### src/rtl/sum_req_host_if.sv
// Request/response link between the sum requester and the summation engine:
// the requester presents N with a one-cycle strobe, the engine answers with sum.
interface sum_req_host_if #(
  parameter int N_W   = 8,
  parameter int SUM_W = 16
);
  logic [N_W-1:0]   N;
  logic             N_valid;
  logic [SUM_W-1:0] sum;
  logic             sum_valid;

  modport master (
    output N,
    output N_valid,
    input  sum,
    input  sum_valid
  );

  modport slave (
    input  N,
    input  N_valid,
    output sum,
    output sum_valid
  );
endinterface

### src/rtl/sum_req_host.sv
// Issues a programmed run of consecutive N values to the summation engine,
// checks each returned sum against N*(N+1)/2 and keeps pass/fail/error stats.
module sum_req_host #(
  parameter int N_W         = 8,
  parameter int SUM_W       = 16,
  parameter int CNT_W       = 8,
  parameter int TIMEOUT_CYC = 1023
) (
  input  logic             clk,
  input  logic             reset,
  input  logic             start,
  input  logic [N_W-1:0]   n_first,
  input  logic [CNT_W-1:0] n_count,
  sum_req_host_if.master   eng,
  output logic             busy,
  output logic             run_done,
  output logic [SUM_W-1:0] last_sum,
  output logic [CNT_W-1:0] pass_cnt,
  output logic [CNT_W-1:0] fail_cnt,
  output logic             timeout_err,
  output logic             proto_err
);

  localparam int TO_W = (TIMEOUT_CYC < 2) ? 1 : $clog2(TIMEOUT_CYC);
  localparam logic [TO_W-1:0] TO_LAST = TO_W'(TIMEOUT_CYC - 1);

  localparam logic [2:0] IDLE   = 3'd0;
  localparam logic [2:0] ISSUE  = 3'd1;
  localparam logic [2:0] WAIT   = 3'd2;
  localparam logic [2:0] GAP    = 3'd3;
  localparam logic [2:0] FINISH = 3'd4;

  // Closed-form expected sum, evaluated wide enough that N*(N+1) never overflows.
  function automatic logic [SUM_W-1:0] calc_exp(input logic [N_W-1:0] n);
    logic [2*N_W:0] wide;
    logic [2*N_W:0] prod;
    wide = {{(N_W+1){1'b0}}, n};
    prod = wide * (wide + 1'b1);
    return SUM_W'(prod >> 1);
  endfunction

  function automatic logic [CNT_W-1:0] sat_inc(input logic [CNT_W-1:0] v);
    return (&v) ? v : v + 1'b1;
  endfunction

  logic [2:0]       state;
  logic [2:0]       state_nxt;
  logic [N_W-1:0]   n_q;
  logic             nvalid_q;
  logic [CNT_W-1:0] rem_q;
  logic [TO_W-1:0]  tcnt_q;

  logic take_start;
  logic take_sum;
  logic stray_sum;
  logic to_hit;
  logic sum_ok;

  assign take_start = (state == IDLE) && start;
  assign take_sum   = (state == WAIT) && eng.sum_valid;
  assign stray_sum  = (state != WAIT) && eng.sum_valid;
  assign to_hit     = (state == WAIT) && !eng.sum_valid && (tcnt_q == TO_LAST);
  assign sum_ok     = (eng.sum == calc_exp(n_q));

  assign eng.N       = n_q;
  assign eng.N_valid = nvalid_q;

  always_comb begin
    state_nxt = state;
    case (state)
      IDLE:    if (start) state_nxt = (n_count != '0) ? ISSUE : FINISH;
      ISSUE:   state_nxt = WAIT;
      WAIT: begin
        if (eng.sum_valid)        state_nxt = GAP;
        else if (tcnt_q == TO_LAST) state_nxt = FINISH;
      end
      GAP:     state_nxt = (rem_q == '0) ? FINISH : ISSUE;
      FINISH:  state_nxt = IDLE;
      default: state_nxt = IDLE;
    endcase
  end

  // Strobes are registered decodes of the state just left, so N_valid lands
  // in the first WAIT cycle and run_done in the cycle after FINISH.
  always_ff @(posedge clk or negedge reset) begin
    if (!reset) begin
      state    <= IDLE;
      busy     <= 1'b0;
      nvalid_q <= 1'b0;
      run_done <= 1'b0;
    end else begin
      state    <= state_nxt;
      busy     <= (state_nxt != IDLE);
      nvalid_q <= (state == ISSUE);
      run_done <= (state == FINISH);
    end
  end

  always_ff @(posedge clk or negedge reset) begin
    if (!reset) begin
      n_q    <= '0;
      rem_q  <= '0;
      tcnt_q <= '0;
    end else begin
      if (take_start) begin
        n_q   <= n_first;
        rem_q <= n_count;
      end
      if (state == ISSUE) tcnt_q <= '0;
      else if (state == WAIT && !eng.sum_valid && !to_hit) tcnt_q <= tcnt_q + 1'b1;
      if (take_sum) rem_q <= rem_q - 1'b1;
      if (state == GAP && rem_q != '0) n_q <= n_q + 1'b1;
    end
  end

  // Result capture and run statistics; a stray strobe only raises proto_err.
  always_ff @(posedge clk or negedge reset) begin
    if (!reset) begin
      last_sum    <= '0;
      pass_cnt    <= '0;
      fail_cnt    <= '0;
      timeout_err <= 1'b0;
      proto_err   <= 1'b0;
    end else begin
      if (take_start) begin
        pass_cnt    <= '0;
        fail_cnt    <= '0;
        timeout_err <= 1'b0;
        proto_err   <= 1'b0;
      end
      if (take_sum) begin
        last_sum <= eng.sum;
        if (sum_ok) pass_cnt <= sat_inc(pass_cnt);
        else        fail_cnt <= sat_inc(fail_cnt);
      end
      if (to_hit)    timeout_err <= 1'b1;
      if (stray_sum) proto_err   <= 1'b1;
    end
  end

endmodule
### src/flat_wrapper.sv
// flat-port wrapper written by rule: the top's interface ports become plain ports
module sum_req_host_flat 
#(
  parameter int N_W         = 8,
  parameter int SUM_W       = 16,
  parameter int CNT_W       = 8,
  parameter int TIMEOUT_CYC = 1023
)
  (clk, reset, start, n_first, n_count, busy, run_done, last_sum, pass_cnt, fail_cnt, timeout_err, proto_err, eng_N, eng_N_valid, eng_sum, eng_sum_valid);
  sum_req_host_if #(.N_W(N_W), .SUM_W(SUM_W)) eng_i ();
  input  logic clk;
  input  logic reset;
  input  logic start;
  input  logic [N_W-1:0] n_first;
  input  logic [CNT_W-1:0] n_count;
  output logic busy;
  output logic run_done;
  output logic [SUM_W-1:0] last_sum;
  output logic [CNT_W-1:0] pass_cnt;
  output logic [CNT_W-1:0] fail_cnt;
  output logic timeout_err;
  output logic proto_err;
  output wire logic [$bits(eng_i.N)-1:0] eng_N;
  output wire logic [$bits(eng_i.N_valid)-1:0] eng_N_valid;
  input wire logic [$bits(eng_i.sum)-1:0] eng_sum;
  input wire logic [$bits(eng_i.sum_valid)-1:0] eng_sum_valid;
  assign eng_N = eng_i.N;
  assign eng_N_valid = eng_i.N_valid;
  assign eng_i.sum = eng_sum;
  assign eng_i.sum_valid = eng_sum_valid;
  sum_req_host #(.N_W(N_W), .SUM_W(SUM_W), .CNT_W(CNT_W), .TIMEOUT_CYC(TIMEOUT_CYC)) u_core (.clk(clk), .reset(reset), .start(start), .n_first(n_first), .n_count(n_count), .eng(eng_i), .busy(busy), .run_done(run_done), .last_sum(last_sum), .pass_cnt(pass_cnt), .fail_cnt(fail_cnt), .timeout_err(timeout_err), .proto_err(proto_err));
endmodule
### config.mk
export PLATFORM = sky130hd
export DESIGN_NAME = sum_req_host_flat
export DESIGN_NICKNAME = d
export VERILOG_FILES = /design/src/rtl/sum_req_host_if.sv /design/src/rtl/sum_req_host.sv /design/src/flat_wrapper.sv
export SDC_FILE = /design/constraint.sdc
export NUM_CORES = 1
export LEC_CHECK = 0
export CAP_MARGIN = 30
export CORE_MARGIN = 2
export CORE_UTILIZATION = 45
export CTS_CLUSTER_SIZE = 16
export DETAILED_ROUTE_END_ITERATION = 12
export PLACE_DENSITY = 0.67
export SYNTH_ARGS = -nofsm -noshare
export SYNTH_HDL_FRONTEND = slang
export SYNTH_SLANG_ARGS = --single-unit
### constraint.sdc
create_clock -name clk -period 10.5 [get_ports clk]
set_clock_uncertainty 0.2 [all_clocks]
set_input_delay 2.1 -clock clk [delete_from_list [all_inputs] [get_ports clk]]
set_output_delay 2.1 -clock clk [all_outputs]
set_load 0.03 [all_outputs]
[After elaboration in Yosys (flattened, before gate mapping)]
Index checks and enable logic that the tools add are counted.
Cells by class
  add/sub/neg operators: 6
  reduce and logical (&&, ||, !) cells: 21
  equal/unequal tests: 9
  multiply operators: 1
  muxes and demuxes: 23
Operators by type and width (number)
  8-bit 2-to-1 mux: 12
  8-bit by 1-bit adder with 8-bit output (second input constant): 3
  10-bit 2-to-1 mux: 2
  8-bit by 17-bit multiplier with 17-bit output: 1
  16-bit == test: 1
  8-bit AND reduction: 2
  8-bit nonzero test: 2
  3-bit 2-to-1 mux: 5
  3-bit one-hot mux with 4 select lines: 1
  10-bit by 1-bit adder with 10-bit output (second input constant): 1
  10-bit == test (second input constant): 1
  2-bit nonzero test: 5
  8-bit by 1-bit adder with 9-bit output (second input constant): 1
  8-bit logical NOT: 1
  8-bit by 1-bit subtractor with 8-bit output (second input constant): 1
  1-bit logical AND: 7
  3-bit by 2-bit == test with 1-bit output (second input constant): 2
  3-bit != test (second input constant): 2
  3-bit by 1-bit == test with 1-bit output (second input constant): 1
  3-bit == test (second input constant): 1
  3-bit logical NOT: 1
  1-bit 2-to-1 mux: 3
  3-bit by 2-bit != test with 1-bit output (second input constant): 1
  3-bit nonzero test: 1
  1-bit logical NOT: 2
Word-level totals
  logic and storage cells: 72
  input port bits: 36
  output and inout port bits: 45
  register bits: 66

[Longest topological paths before layout]
Gate-level depths: netlist of the first run.
  depth after elaboration: 7
  gate-level depth with buffers: 24
  gate-level depth less buffers: 22

[Least setup slack after synthesis of the first run]
Ideal clock, no wire load.
  kind: register to register
  from: register u_core.n_q[0] (netlist: u_core.eng.N[0])
  to: register u_core.fail_cnt[4]
  buffers on the path: 3
  arrival: 6.301 ns
  clock period less this slack: 6.641 ns
  cell stages (with the launch flop): 21
  setup time: 0.140 ns
  setup slack: 3.859 ns
  data required time: 10.160 ns
  cells stage by stage: dfrtp_1 > clkbuf_1 > clkinv_1 > ha_1 > nand2b_1 > fa_1 > fa_1 > fa_1 > fa_1 > inv_1 > ha_1 > buf_2 > o21ai_0 > a21o_1 > o31a_1 > mux2i_1 > or4bb_1 > or4_1 > buf_2 > a31oi_1 > a211oi_2
On the way
  word-level cells in the longest chain between the ends: 5
  elaborated cells on any way between the ends: 6
  those cells by class: add/sub (1); mul (1); eq/ne (2); mux (2)
RTL lines
  start: declaration: line sum_req_host.sv:48  | logic [N_W-1:0] n_q;
  start signal: assignment: line sum_req_host.sv:106  | n_q <= n_first;
  start signal: assignment: line sum_req_host.sv:112  | if (state == GAP && rem_q != '0) n_q <= n_q + 1'b1;
  8-bit by 1-bit adder with 9-bit output: line sum_req_host.sv:38  | prod = wide * (wide + 1'b1);
  8-bit by 17-bit multiplier with 17-bit output *: line sum_req_host.sv:38
  16-bit == test *: line sum_req_host.sv:63  | assign sum_ok = (eng.sum == calc_exp(n_q));
  8-bit 2-to-1 mux: line sum_req_host.sv:133  | if (sum_ok) pass_cnt <= sat_inc(pass_cnt);
  8-bit 2-to-1 mux: line sum_req_host.sv:131  | if (take_sum) begin
  end signal: assignment: line sum_req_host.sv:134  | else fail_cnt <= sat_inc(fail_cnt);
  end: declaration: line sum_req_host.sv:19  | output logic [CNT_W-1:0] fail_cnt,
Mark *: on every way between the ends. The rest lies on a longest branch, timed or not.
A chain may end at the register's enable or synchronous reset.

[Final worst setup path of the first run]
  from: register u_core.n_q[0] (netlist: u_core.eng.N[0])
  to: register u_core.pass_cnt[4]
On the way
  word-level cells in the longest chain between the ends: 5
  elaborated cells on any way between the ends: 6
  those cells by class: add/sub (1); mul (1); eq/ne (2); mux (2)
RTL lines
  8-bit by 1-bit adder with 9-bit output: line sum_req_host.sv:38
  8-bit by 17-bit multiplier with 17-bit output *: line sum_req_host.sv:38
  16-bit == test *: line sum_req_host.sv:63
  8-bit 2-to-1 mux: line sum_req_host.sv:133
  8-bit 2-to-1 mux: line sum_req_host.sv:131
  end signal: assignment: line sum_req_host.sv:133
  end: declaration: line sum_req_host.sv:18  | output logic [CNT_W-1:0] pass_cnt,
Marks and branches as above.

==> metrics.log, run 1 <==
[metrics] status: finished, final reports clean
[metrics] fraction of synthesized cell area taken by the top area cell type: a little over a quarter
[metrics] sort of element at the end of the critical path: flip-flop
[metrics] Post-CTS Hold Fix Bufs: 0
[metrics] die outline area: ~0.015 mm2
[metrics] total number of clock tree sinks: 66
[metrics] synthesis-to-layout area growth: 21.0%
[metrics] peak-usage layer in the global routing report: met2
[metrics] via count of the routed design: ~5300
[metrics] antenna diode instance count: 0
[metrics] final WL: 15800 um
[metrics] worst endpoint required time: 10.55 ns
[metrics] total of warnings raised by yosys: 0
[metrics] final antenna-violating net count: 0
[metrics] largest net degree at the start of global routing: 67
[metrics] number of gates given a new drive strength after cts: 0
[metrics] H-Tree Level Count: 3
[metrics] met3 track demand over resource: around 5.3%
[metrics] fraction of registers with async set or reset after synthesis: 100%
[metrics] final worst hold slack: 0.273 ns
[metrics] antenna violations before repair: 0
[metrics] wire length of the first global-routing pass: 26900 um
[metrics] synthesized area divided by synthesized cell count: 8.69 um2
[metrics] TritonCTS Buffers: 9
[metrics] number of synthesized register bits: 66
[metrics] Hold Path Class: flip-flop to flip-flop
[metrics] number of top-level design ports: 81
[metrics] Placed Instance Area: 0.00714 mm2
[metrics] main flop type after synthesis: sky130_fd_sc_hd__dfrtp_1
[metrics] combined global-route utilization of all metal layers: a little under a quarter
[metrics] Clock Tree Root: sky130_fd_sc_hd__clkbuf_16
[metrics] number of synthesized flops with an enable pin: 0
[metrics] gr ovfl total: 0
[metrics] Max Fclk: 0.134 GHz
[metrics] met2 routing resource usage after global routing: 38.2%
[metrics] CTS clk-pin slew, worst paths: 0.06 ns
[metrics] router iterations before antenna repair: 5
[metrics] TritonCTS clock tree: built
[metrics] Core ar.: roughly 0.013 mm2
[metrics] maximum root-to-sink buffer count: 2
[metrics] final max-slew violation count: 0
[metrics] portion of the post-synthesis area used by sequential elements: 26.8%
[metrics] drt via density: about 5.5
[metrics] height of the die: between 100 and 150 um
[metrics] number of setup violations in the final report: 0
[metrics] pre-CTS setup slack: 3.14 ns
[metrics] fraction of layout cells with a size suffix above 1: 5.22%
[metrics] GR Layer Usage met1: 30.3%
[metrics] post-synthesis cell count: 709
[metrics] critical path data arrival time: between 7 and 8 ns
[metrics] count of unique library cells instantiated by Yosys: 70
[metrics] fin nets: around 910
[metrics] later-pin clock latency in the skew report: 0.34 ns
[metrics] setup repair after global routing missed its margin: false
[metrics] post-synth net total: 837
[metrics] critical path peak fanout: 16
[metrics] number of rows in the core area: 42
[metrics] DP Wirelength: around 12000 um
[metrics] Starting Density: 46.3%
[metrics] category of the critical setup timing path: flip-flop to flip-flop
[metrics] post-route cell area: 0.00745 mm2
[metrics] startpoint of the tightest hold check path: u_core.last_sum[4]
[metrics] dominant cell type by area after synthesis: sky130_fd_sc_hd__dfrtp_1
[metrics] post-route DRC violation count: 0
[metrics] via count of the first global-routing pass: 5491
[metrics] number of buffers added on ports: 80
[metrics] per-cell routed wire length: 16.5 um
[metrics] Post CTS Setup Buffer Count: 0
[metrics] worst setup path start: u_core.eng.N[0]
[metrics] transition time of the tightest slew-check pin: about 0.85 ns
[metrics] startpoint of the lowest-slack register-to-register path: u_core.eng.N[0]
[metrics] initial detailed-routing violation count: ~360
[metrics] final critical-path required period: 7.45 ns
[metrics] Die W: roughly 120 um
[metrics] top post-synthesis cells by area: sky130_fd_sc_hd__dfrtp_1 (27%), sky130_fd_sc_hd__fa_1 (14%), sky130_fd_sc_hd__ha_1 (10%)
[metrics] endpoints failing hold: 0
[metrics] max_slew headroom: 43.3%
[metrics] final clock period utilization by the worst path: 71.0%
[metrics] kind of start point of the critical path: flip-flop
[metrics] final setup margin: about 3.0 ns
[metrics] post-route setup TNS: 0 ns
[metrics] maxcap violations: 0
[metrics] netlist area before placement: roughly 0.0062 mm2
[metrics] GPL Wtd Cong: 0.868
metrics by stage:
stage | instances | utilization, %
after floorplan | 709 | -
after global placement | 945 | 53.5
after detailed placement | 946 | 53.7
after CTS | 962 | 56.1
after global routing | 962 | 56.1
final | 962 | 56.1
Yosys cell counts (2+ instances only):
cell type / number
sky130_fd_sc_hd__nor3_1: 15
sky130_fd_sc_hd__mux2i_1: 3
sky130_fd_sc_hd__o311ai_0: 3
sky130_fd_sc_hd__nor2b_1: 13
sky130_fd_sc_hd__and4_1: 3
sky130_fd_sc_hd__and2_1: 8
sky130_fd_sc_hd__o21ai_1: 3
sky130_fd_sc_hd__a311oi_1: 3
sky130_fd_sc_hd__nor2_1: 64
sky130_fd_sc_hd__o211ai_1: 2
sky130_fd_sc_hd__nand3_1: 26
sky130_fd_sc_hd__nand3b_1: 3
sky130_fd_sc_hd__nor3b_1: 3
sky130_fd_sc_hd__and3_1: 13
sky130_fd_sc_hd__a211oi_2: 3
sky130_fd_sc_hd__a41oi_1: 3
sky130_fd_sc_hd__or2_2: 3
sky130_fd_sc_hd__o21a_1: 4
sky130_fd_sc_hd__a221o_1: 9
sky130_fd_sc_hd__nand2b_1: 38
sky130_fd_sc_hd__xor2_1: 15
sky130_fd_sc_hd__o211a_1: 2
sky130_fd_sc_hd__xnor2_1: 11
sky130_fd_sc_hd__o221a_2: 3
sky130_fd_sc_hd__a21oi_2: 2
sky130_fd_sc_hd__or3_1: 3
sky130_fd_sc_hd__dfrtp_1: 66
sky130_fd_sc_hd__clkbuf_1: 16
sky130_fd_sc_hd__a21o_1: 4
sky130_fd_sc_hd__ha_1: 50
sky130_fd_sc_hd__nor4_1: 6
sky130_fd_sc_hd__or4_1: 4
sky130_fd_sc_hd__nand2_1: 85
sky130_fd_sc_hd__nand4_1: 9
sky130_fd_sc_hd__nor4b_1: 2
sky130_fd_sc_hd__a211oi_1: 7
sky130_fd_sc_hd__o21ai_0: 22
sky130_fd_sc_hd__inv_1: 77
sky130_fd_sc_hd__fa_1: 42
sky130_fd_sc_hd__a21oi_1: 24
sky130_fd_sc_hd__buf_2: 6
sky130_fd_sc_hd__a31oi_1: 3
worst max-delay path, stage by stage (launching register included):
cell and delay, ns:
sky130_fd_sc_hd__dfrtp_1 0.65, sky130_fd_sc_hd__ha_1 0.24, sky130_fd_sc_hd__and3_1 0.17, sky130_fd_sc_hd__and3_1 0.22, sky130_fd_sc_hd__inv_1 0.06, sky130_fd_sc_hd__ha_1 0.40, sky130_fd_sc_hd__nand2b_1 0.22, sky130_fd_sc_hd__fa_1 0.55
sky130_fd_sc_hd__fa_1 0.44, sky130_fd_sc_hd__fa_1 0.52, sky130_fd_sc_hd__fa_1 0.54, sky130_fd_sc_hd__inv_1 0.04, sky130_fd_sc_hd__ha_1 0.45, sky130_fd_sc_hd__a21oi_1 0.41, sky130_fd_sc_hd__o21ai_1 0.18, sky130_fd_sc_hd__o21bai_1 0.23
sky130_fd_sc_hd__a21oi_1 0.11, sky130_fd_sc_hd__or4bb_1 0.55, sky130_fd_sc_hd__nor4_2 0.75, sky130_fd_sc_hd__a41oi_1 0.19, sky130_fd_sc_hd__a211oi_1 0.24
placed cells by master, fill, tap and decap left out, types with 9 or more instances in the layout:
master,netlist,routed
sky130_fd_sc_hd__nand2_1,85,85
sky130_fd_sc_hd__clkdlybuf4s50_1,0,79
sky130_fd_sc_hd__inv_1,77,77
sky130_fd_sc_hd__dfrtp_1,66,66
sky130_fd_sc_hd__nor2_1,64,64
sky130_fd_sc_hd__ha_1,50,50
sky130_fd_sc_hd__fa_1,42,42
sky130_fd_sc_hd__nand2b_1,38,38
sky130_fd_sc_hd__nand3_1,26,26
sky130_fd_sc_hd__a21oi_1,24,24
sky130_fd_sc_hd__o21ai_0,22,22
sky130_fd_sc_hd__nor3_1,15,15
sky130_fd_sc_hd__xor2_1,15,15
sky130_fd_sc_hd__nor2b_1,13,13
sky130_fd_sc_hd__and3_1,13,13
sky130_fd_sc_hd__xnor2_1,11,11
sky130_fd_sc_hd__a221o_1,9,9
sky130_fd_sc_hd__nand4_1,9,9
sky130_fd_sc_hd__clkbuf_16,0,9
sequential cells by signal, indices dropped and copies added (netlist names):
name / count
u_core.last_sum: 16
u_core.tcnt_q: 10
u_core.eng.N: 8
u_core.fail_cnt: 8
u_core.pass_cnt: 8
u_core.rem_q: 8
u_core.state: 3
u_core.busy: 1
u_core.eng.N_valid: 1
u_core.proto_err: 1
u_core.run_done: 1
u_core.timeout_err: 1
routing by layer:
metal / wire, um / share of wire, %
met1: 7120 / 45
met4: 342 / 2.2
met2: 7470 / 47
met5: 0 / 0
met3: 915 / 5.8
final cells by class:
cell class,count,area [um2]
Tap cell,176,220
Timing Repair Buffer,84,846
Clock inverter,3,46.3
Inverter,78,293
Fill cell,1203,5840
Sequential cell,66,1650
Multi-Input combinational cell,542,4130
Clock buffer,13,270
path summary, 6_finish.rpt:
check	to	slack, ns	depth (start not counted)
min in group asynchronous	u_core.eng.N[7]	1.75	2
max in group asynchronous	u_core.last_sum[11]	7.79	2
hold / removal	u_core.last_sum[4]	0.27	2
setup reg to reg	u_core.pass_cnt[4]	3.05	20
hold reg to reg	u_core.last_sum[4]	0.27	2
setup / recovery	u_core.pass_cnt[4]	3.05	20
kinds of logic (layout without fill, tap and decap cells):
logic type      after synthesis  after routing  share of synthesized area [%]
fa+ha+maj                    92             92                           23.8
mux                           4              4                          0.670
xor+xnor                     27             27                           3.96
flops                        66             66                           26.8
simple gates                306            306                           25.1
buf+inv                     101            178                           6.34
compound gates              113            113                           13.3
Power of run 1 is not shown: default switching activity piles up to over one toggle a cycle in this logic, so the estimate is an artifact.
==> run 2: changes to the inputs <==
==> constraint.sdc (replaced) <==
create_clock -name clk -period 7.8 [get_ports clk]
set_clock_uncertainty 0.2 [all_clocks]
set_input_delay 1.56 -clock clk [delete_from_list [all_inputs] [get_ports clk]]
set_output_delay 1.56 -clock clk [all_outputs]
set_load 0.03 [all_outputs]
==> metrics.log, run 2 (synthesis results as in run 1) <==
[metrics] biggest regs: u_core.last_sum (16), u_core.tcnt_q (10)
[metrics] wire length of the first global-routing pass: 26600 um (-1.3%)
[metrics] largest stage delay on the critical path: 0.67 ns (-0.08 ns)
[metrics] max_slew headroom: 42.6% (-0.69 points)
[metrics] endpoints failing hold: 0 (unchanged)
[metrics] setup repair after global routing missed its margin: false
[metrics] series of cell instances along the critical path: ha_1, and3_1, and3_1, inv_1, ha_1, nand2b_1, fa_1, fa_1, fa_1, fa_1, inv_1, ha_1, a211oi_1, nand3_1, o311ai_0, or4b_1, or4_1, a31oi_1, a211oi_2
[metrics] Storage cell area: 0.00165 mm2 (unchanged)
[metrics] per-cell routed wire length: 16.2 um (-1.4%)
[metrics] TritonCTS clock tree: built
[metrics] Clock Tree Root: sky130_fd_sc_hd__clkbuf_16
[metrics] maxcap violations: 0 (unchanged)
[metrics] kind of cell with the highest combined delay on the critical path: adder cells
[metrics] die outline area: 0.0146 mm2 (unchanged)
[metrics] number of top-level design ports: 81 (unchanged)
[metrics] Reg2Reg Capture Point: u_core.fail_cnt[4]
[metrics] post-route setup TNS: 0 ns (unchanged)
[metrics] router iterations before antenna repair: 5 (unchanged)
[metrics] via count of the routed design: 5369 (+0.86%)
[metrics] synthesis-to-layout area growth: 21.5%
[metrics] worst setup path start: u_core.eng.N[0]
[metrics] antenna violations before repair: 0 (unchanged)
[metrics] final worst hold slack: 0.275 ns (+0.00212 ns)
[metrics] fraction of layout cells with a size suffix above 1: 5.58% (+0.37 points)
[metrics] final antenna-violating net count: 0 (unchanged)
[metrics] final critical-path required period: 7.29 ns (-0.161 ns)
[metrics] status: finished, final reports clean
[metrics] endpoint with the worst hold slack: u_core.last_sum[4]
[metrics] CTS clk-pin slew, worst paths: 0.06 ns (about the same)
[metrics] leading cell type in the layout, fill and taps excluded: sky130_fd_sc_hd__nand2_1
[metrics] critical path peak fanout: 16 (unchanged)
[metrics] most frequent cells in the layout: sky130_fd_sc_hd__nand2_1 (85), sky130_fd_sc_hd__clkdlybuf4s50_1 (79), sky130_fd_sc_hd__inv_1 (77), sky130_fd_sc_hd__dfrtp_1 (66), sky130_fd_sc_hd__nor2_1 (64)
[metrics] Buf/Inv on CP: 2 (unchanged)
[metrics] final max-slew violation count: 0 (unchanged)
[metrics] startpoint of the lowest-slack register-to-register path: u_core.eng.N[0]
[metrics] final clock period utilization by the worst path: 93.5% (+23 points)
[metrics] Largest Register: u_core.last_sum
[metrics] TritonCTS Buffers: 9 (unchanged)
[metrics] kind of start point of the critical path: flip-flop
[metrics] Hold Path Class: flip-flop to flip-flop
[metrics] area used by multi-input combinational logic: 0.00413 mm2 (unchanged)
[metrics] H-Tree Level Count: 3 (unchanged)
[metrics] number of setup violations in the final report: 0 (unchanged)
[metrics] Die W: 121 um (unchanged)
[metrics] drt via density: 5.57 (+0.65%)
[metrics] largest net degree at the start of global routing: 67 (unchanged)
[metrics] max reg flops: 16 (unchanged)
[metrics] sort of element at the end of the critical path: flip-flop
[metrics] number of rows in the core area: 42 (unchanged)
[metrics] GPL Wtd Cong: 0.923 (+6.2%)
[metrics] number of cells on the worst hold path: 2 (unchanged)
[metrics] depth of the worst register-to-register path: 19 (-5.0%)
[metrics] slowest CP cell: sky130_fd_sc_hd__dfrtp_1
[metrics] post-route DRC violation count: 0 (unchanged)
[metrics] Post-CTS Hold Fix Bufs: 0 (unchanged)
[metrics] Post CTS Setup Buffer Count: 0 (unchanged)
[metrics] gr ovfl total: 0 (unchanged)
[metrics] transition time of the tightest slew-check pin: 0.861 ns (+0.0104 ns)
[metrics] Max Fclk: 0.137 GHz (+2.2%)
[metrics] filler cell count: 1211 (+0.67%)
[metrics] fin nets: 911 (+0.22%)
[metrics] DP Wirelength: 11800 um (-1.2%)
[metrics] combined global-route utilization of all metal layers: 22.8% (-0.45 points)
[metrics] later-pin clock latency in the skew report: 0.35 ns (about the same)
[metrics] number of buffers added on ports: 80 (unchanged)
[metrics] antenna diode instance count: 0 (unchanged)
[metrics] number of gates given a new drive strength after cts: 0 (unchanged)
[metrics] maximum root-to-sink buffer count: 2 (unchanged)
[metrics] critical path data arrival time: 7.31 ns (-0.19 ns)
[metrics] total number of clock tree sinks: 66 (unchanged)
[metrics] setup slack of the worst register-to-register path: 0.51 ns (-2.54 ns)
[metrics] final WL: 15700 um (-1.2%)
[metrics] via count of the first global-routing pass: 5495 (+0.073%)
[metrics] Core ar.: 0.0133 mm2 (unchanged)
[metrics] initial detailed-routing violation count: 446 (+24%)
[metrics] Starting Density: 46.3% (unchanged)
[metrics] height of the die: 121 um (unchanged)
[metrics] category of the critical setup timing path: flip-flop to flip-flop
[metrics] startpoint of the tightest hold check path: u_core.last_sum[4]
[metrics] most prevalent standard cell on the critical path: sky130_fd_sc_hd__fa_1
[metrics] worst endpoint required time: 7.82 ns (-2.73 ns)
run 2: cell count changes in the layout (fill, tap and decap cells not counted):
cell and delta:
sky130_fd_sc_hd__clkinvlp_4 +1, sky130_fd_sc_hd__inv_6 +1, sky130_fd_sc_hd__clkinv_4 -1, sky130_fd_sc_hd__bufinv_16 +1, sky130_fd_sc_hd__clkbuf_8 -1, sky130_fd_sc_hd__clkbuf_1 -1, sky130_fd_sc_hd__buf_4 +2
run 2: metal layers:
layer	vias to the layer above	global-route usage, %	part of all wire [%]
met5	-	0	0
met4	0	7.49	1.6
met3	19	4.51	4.1
met2	127	37.0	47
met1	2654	30.6	47
li1	2569	-	-
run 2: layout make-up:
type	instances	area share (%)
inverters	78	3.91
flip-flops and latches	66	22.1
clock inverters	5	1.12
repair buffers	86	11.5
well taps	176	2.94
clock buffers	11	3.38
multi-input cells	542	55.1
run 2: worst register-to-register path, cell delays in order, from the launching register on:
cell and delay [ns]:
sky130_fd_sc_hd__dfrtp_1 0.67, sky130_fd_sc_hd__ha_1 0.23, sky130_fd_sc_hd__and3_1 0.17, sky130_fd_sc_hd__and3_1 0.21, sky130_fd_sc_hd__inv_1 0.06, sky130_fd_sc_hd__ha_1 0.39, sky130_fd_sc_hd__nand2b_1 0.21, sky130_fd_sc_hd__fa_1 0.52
sky130_fd_sc_hd__fa_1 0.44, sky130_fd_sc_hd__fa_1 0.53, sky130_fd_sc_hd__fa_1 0.55, sky130_fd_sc_hd__inv_1 0.04, sky130_fd_sc_hd__ha_1 0.49, sky130_fd_sc_hd__a211oi_1 0.37, sky130_fd_sc_hd__nand3_1 0.10, sky130_fd_sc_hd__o311ai_0 0.47
sky130_fd_sc_hd__or4b_1 0.55, sky130_fd_sc_hd__or4_1 0.63, sky130_fd_sc_hd__a31oi_1 0.28, sky130_fd_sc_hd__a211oi_2 0.07
run 2: metrics by stage:
step                setup WS, ns  instances  instance area [um2]  util, %
finish                     0.507        964                 7490     56.3
CTS                        0.536        964                 7490     56.3
floorplan                   1.16        709                 6160        -
global placement           0.765        947                 7120     53.6
detailed placement         0.599        948                 7150     53.8
global route              0.0602        964                 7490     56.3
run 2: worst max-delay path by stage:
stage / endpoint / slack, ns / cells after the start
finish: u_core.fail_cnt[4] / 0.51 / 19
global route: u_core.fail_cnt[4] / 0.06 / 20
CTS: u_core.fail_cnt[4] / 0.54 / 19
detailed placement: u_core.fail_cnt[4] / 0.60 / 19
global placement: u_core.fail_cnt[6] / 0.76 / 20
floorplan: u_core.fail_cnt[4] / 1.16 / 20
Power of run 2 is left out for the same reason.
==> run 3: changes to the inputs <==
--- a/config.mk
+++ b/config.mk
@@ -5,7 +5,6 @@
 export SDC_FILE = /design/constraint.sdc
 export NUM_CORES = 1
 export LEC_CHECK = 0
-export CAP_MARGIN = 30
 export CORE_MARGIN = 2
 export CORE_UTILIZATION = 45
 export CTS_CLUSTER_SIZE = 16
==> metrics.log, run 3 (synthesis results as in run 1) <==
[metrics] final critical-path required period: 7.31 ns (+0.0128 ns)
[metrics] initial detailed-routing violation count: 341 (-24%)
[metrics] maximum root-to-sink buffer count: 2 (unchanged)
[metrics] antenna violations before repair: 0 (unchanged)
[metrics] final antenna-violating net count: 0 (unchanged)
[metrics] most prevalent standard cell on the critical path: sky130_fd_sc_hd__fa_1
[metrics] category of the critical setup timing path: flip-flop to flip-flop
[metrics] antenna diode instance count: 0 (unchanged)
[metrics] status: finished, final reports clean
[metrics] total number of clock tree sinks: 66 (unchanged)
[metrics] final clock period utilization by the worst path: 93.7% (+0.16 points)
[metrics] series of cell instances along the critical path: ha_1, and3_1, and3_1, inv_1, ha_1, nand2b_1, fa_1, fa_1, fa_1, fa_1, inv_1, ha_1, a211oi_1, nand3_1, o311ai_0, or4b_1, or4_1, a31oi_1, a211oi_2
[metrics] GPL Wtd Cong: 0.923 (unchanged)
[metrics] number of setup violations in the final report: 0 (unchanged)
[metrics] via count of the first global-routing pass: 5426 (-1.3%)
[metrics] maxcap violations: 0 (unchanged)
[metrics] Die W: 121 um (unchanged)
[metrics] height of the die: 121 um (unchanged)
[metrics] filler cell count: 1191 (-1.7%)
[metrics] largest stage delay on the critical path: 0.68 ns (about the same)
[metrics] worst setup path start: u_core.eng.N[0]
[metrics] DP Wirelength: 11700 um (-1.1%)
[metrics] H-Tree Level Count: 3 (unchanged)
[metrics] critical path peak fanout: 16 (unchanged)
[metrics] kind of cell with the highest combined delay on the critical path: adder cells
[metrics] Reg2Reg Capture Point: u_core.fail_cnt[4]
[metrics] startpoint of the lowest-slack register-to-register path: u_core.eng.N[0]
[metrics] Core ar.: 0.0133 mm2 (unchanged)
[metrics] post-route DRC violation count: 0 (unchanged)
[metrics] router iterations before antenna repair: 5 (unchanged)
[metrics] depth of the worst register-to-register path: 19 (unchanged)
[metrics] Worst setup endpoint: u_core.fail_cnt[4]
[metrics] setup repair after global routing missed its margin: false
[metrics] slowest CP cell: sky130_fd_sc_hd__dfrtp_1
[metrics] max_slew headroom: 27.4% (-15 points)
[metrics] biggest regs: u_core.last_sum (16), u_core.tcnt_q (10)
[metrics] Max Fclk: 0.137 GHz (-0.18%)
[metrics] critical path data arrival time: 7.32 ns (about the same)
[metrics] final max-slew violation count: 0 (unchanged)
[metrics] Clock Tree Root: sky130_fd_sc_hd__clkbuf_16
[metrics] gr ovfl total: 0 (unchanged)
[metrics] number of rows in the core area: 42 (unchanged)
[metrics] sort of element at the end of the critical path: flip-flop
[metrics] fin nets: 910 (-0.11%)
[metrics] drt via density: 5.59 (+0.29%)
[metrics] number of buffers added on ports: 80 (unchanged)
[metrics] synthesis-to-layout area growth: 21.3%
[metrics] fraction of layout cells with a size suffix above 1: 5.46% (-0.12 points)
[metrics] number of gates given a new drive strength after cts: 0 (unchanged)
[metrics] combined global-route utilization of all metal layers: 22.6% (-0.23 points)
[metrics] CTS clk-pin slew, worst paths: 0.06 ns (about the same)
[metrics] Buf/Inv on CP: 2 (unchanged)
[metrics] TritonCTS clock tree: built
[metrics] worst endpoint required time: 7.82 ns (about the same)
[metrics] final WL: 15700 um (+0.10%)
[metrics] Hold Path Class: flip-flop to flip-flop
[metrics] per-cell routed wire length: 16.3 um (+0.21%)
[metrics] final cell utilization of the core: 56.2% (-0.10 points)
[metrics] later-pin clock latency in the skew report: 0.35 ns (about the same)
[metrics] TritonCTS Buffers: 9 (unchanged)
[metrics] leading cell type in the layout, fill and taps excluded: sky130_fd_sc_hd__nand2_1
[metrics] kind of start point of the critical path: flip-flop
[metrics] endpoints failing hold: 0 (unchanged)
[metrics] Starting Density: 46.3% (unchanged)
[metrics] transition time of the tightest slew-check pin: 1.09 ns (+0.225 ns)
[metrics] wire length of the first global-routing pass: 26400 um (-0.59%)
[metrics] via count of the routed design: 5379 (+0.19%)
[metrics] largest net degree at the start of global routing: 67 (unchanged)
[metrics] post-route setup TNS: 0 ns (unchanged)
[metrics] number of top-level design ports: 81 (unchanged)
[metrics] Post-CTS Hold Fix Bufs: 0 (unchanged)
[metrics] Post CTS Setup Buffer Count: 0 (unchanged)
[metrics] max reg flops: 16 (unchanged)
[metrics] most frequent cells in the layout: sky130_fd_sc_hd__nand2_1 (85), sky130_fd_sc_hd__clkdlybuf4s50_1 (79), sky130_fd_sc_hd__inv_1 (77), sky130_fd_sc_hd__dfrtp_1 (66), sky130_fd_sc_hd__nor2_1 (64)
[metrics] die outline area: 0.0146 mm2 (unchanged)
[metrics] setup slack of the worst register-to-register path: 0.49 ns (about the same)
[metrics] Largest Register: u_core.last_sum
[metrics] critical path depth: 19 (unchanged)
## run 3: cell types whose count changed in the layout (fill, tap and decap cells not counted)
cell                         change
sky130_fd_sc_hd__buf_16          -1
sky130_fd_sc_hd__bufinv_16       +1
sky130_fd_sc_hd__clkbuf_8        -1
sky130_fd_sc_hd__clkinv_2        +1
sky130_fd_sc_hd__clkinvlp_4      -1
## run 3: final cells by class
type                       count  area (um2)  share of cell area [%]
clock buffer                  10         239                    3.20
clock inverter                 6         111                    1.49
inverter                      78         293                    3.92
multi-input combinational    542        4130                    55.2
sequential                    66        1650                    22.1
tap                          176         220                    2.95
timing repair buffer          85         833                    11.1
## run 3: metrics by stage
stage	instance area, um2	instances	hold slack [ns]	setup slack [ns]
after global placement	7120	947	0.259	0.765
final	7470	963	0.271	0.494
after CTS	7470	963	0.277	0.544
after global routing	7470	963	0.298	0.0432
after detailed placement	7120	947	0.262	0.587
after floorplan	6160	709	0.258	1.16
## run 3: worst min-delay path by stage
stage	startpoint	endpoint	slack (ns)	depth (start not counted)
5_1_grt	u_core.timeout_err	u_core.timeout_err	0.30	2
3_3_place_gp	u_core.last_sum[1]	u_core.last_sum[1]	0.26	2
3_5_place_dp	u_core.last_sum[14]	u_core.last_sum[14]	0.26	2
2_1_floorplan	u_core.rem_q[6]	u_core.rem_q[6]	0.26	1
6_report	u_core.last_sum[1]	u_core.last_sum[1]	0.27	2
4_1_cts	u_core.last_sum[1]	u_core.last_sum[1]	0.28	2
## run 3: metal layers
metal	global-route usage (%)	part of all wire, %	up-vias
met2	36.7	47	123
met3	3.81	4.3	19
met1	31.1	47	2661
met4	6.61	1.4	0
met5	0	0	-
li1	-	-	2576
## run 3: worst reg2reg max path, cell delays in order (launching register included)
cell	delay, ns
sky130_fd_sc_hd__dfrtp_1	0.68
sky130_fd_sc_hd__ha_1	0.24
sky130_fd_sc_hd__and3_1	0.17
sky130_fd_sc_hd__and3_1	0.21
sky130_fd_sc_hd__inv_1	0.05
sky130_fd_sc_hd__ha_1	0.38
sky130_fd_sc_hd__nand2b_1	0.21
sky130_fd_sc_hd__fa_1	0.52
sky130_fd_sc_hd__fa_1	0.44
sky130_fd_sc_hd__fa_1	0.52
sky130_fd_sc_hd__fa_1	0.55
sky130_fd_sc_hd__inv_1	0.04
sky130_fd_sc_hd__ha_1	0.49
sky130_fd_sc_hd__a211oi_1	0.37
sky130_fd_sc_hd__nand3_1	0.12
sky130_fd_sc_hd__o311ai_0	0.48
sky130_fd_sc_hd__or4b_1	0.56
sky130_fd_sc_hd__or4_1	0.62
sky130_fd_sc_hd__a31oi_1	0.28
sky130_fd_sc_hd__a211oi_2	0.07
Power of run 3 is left out for the same reason.
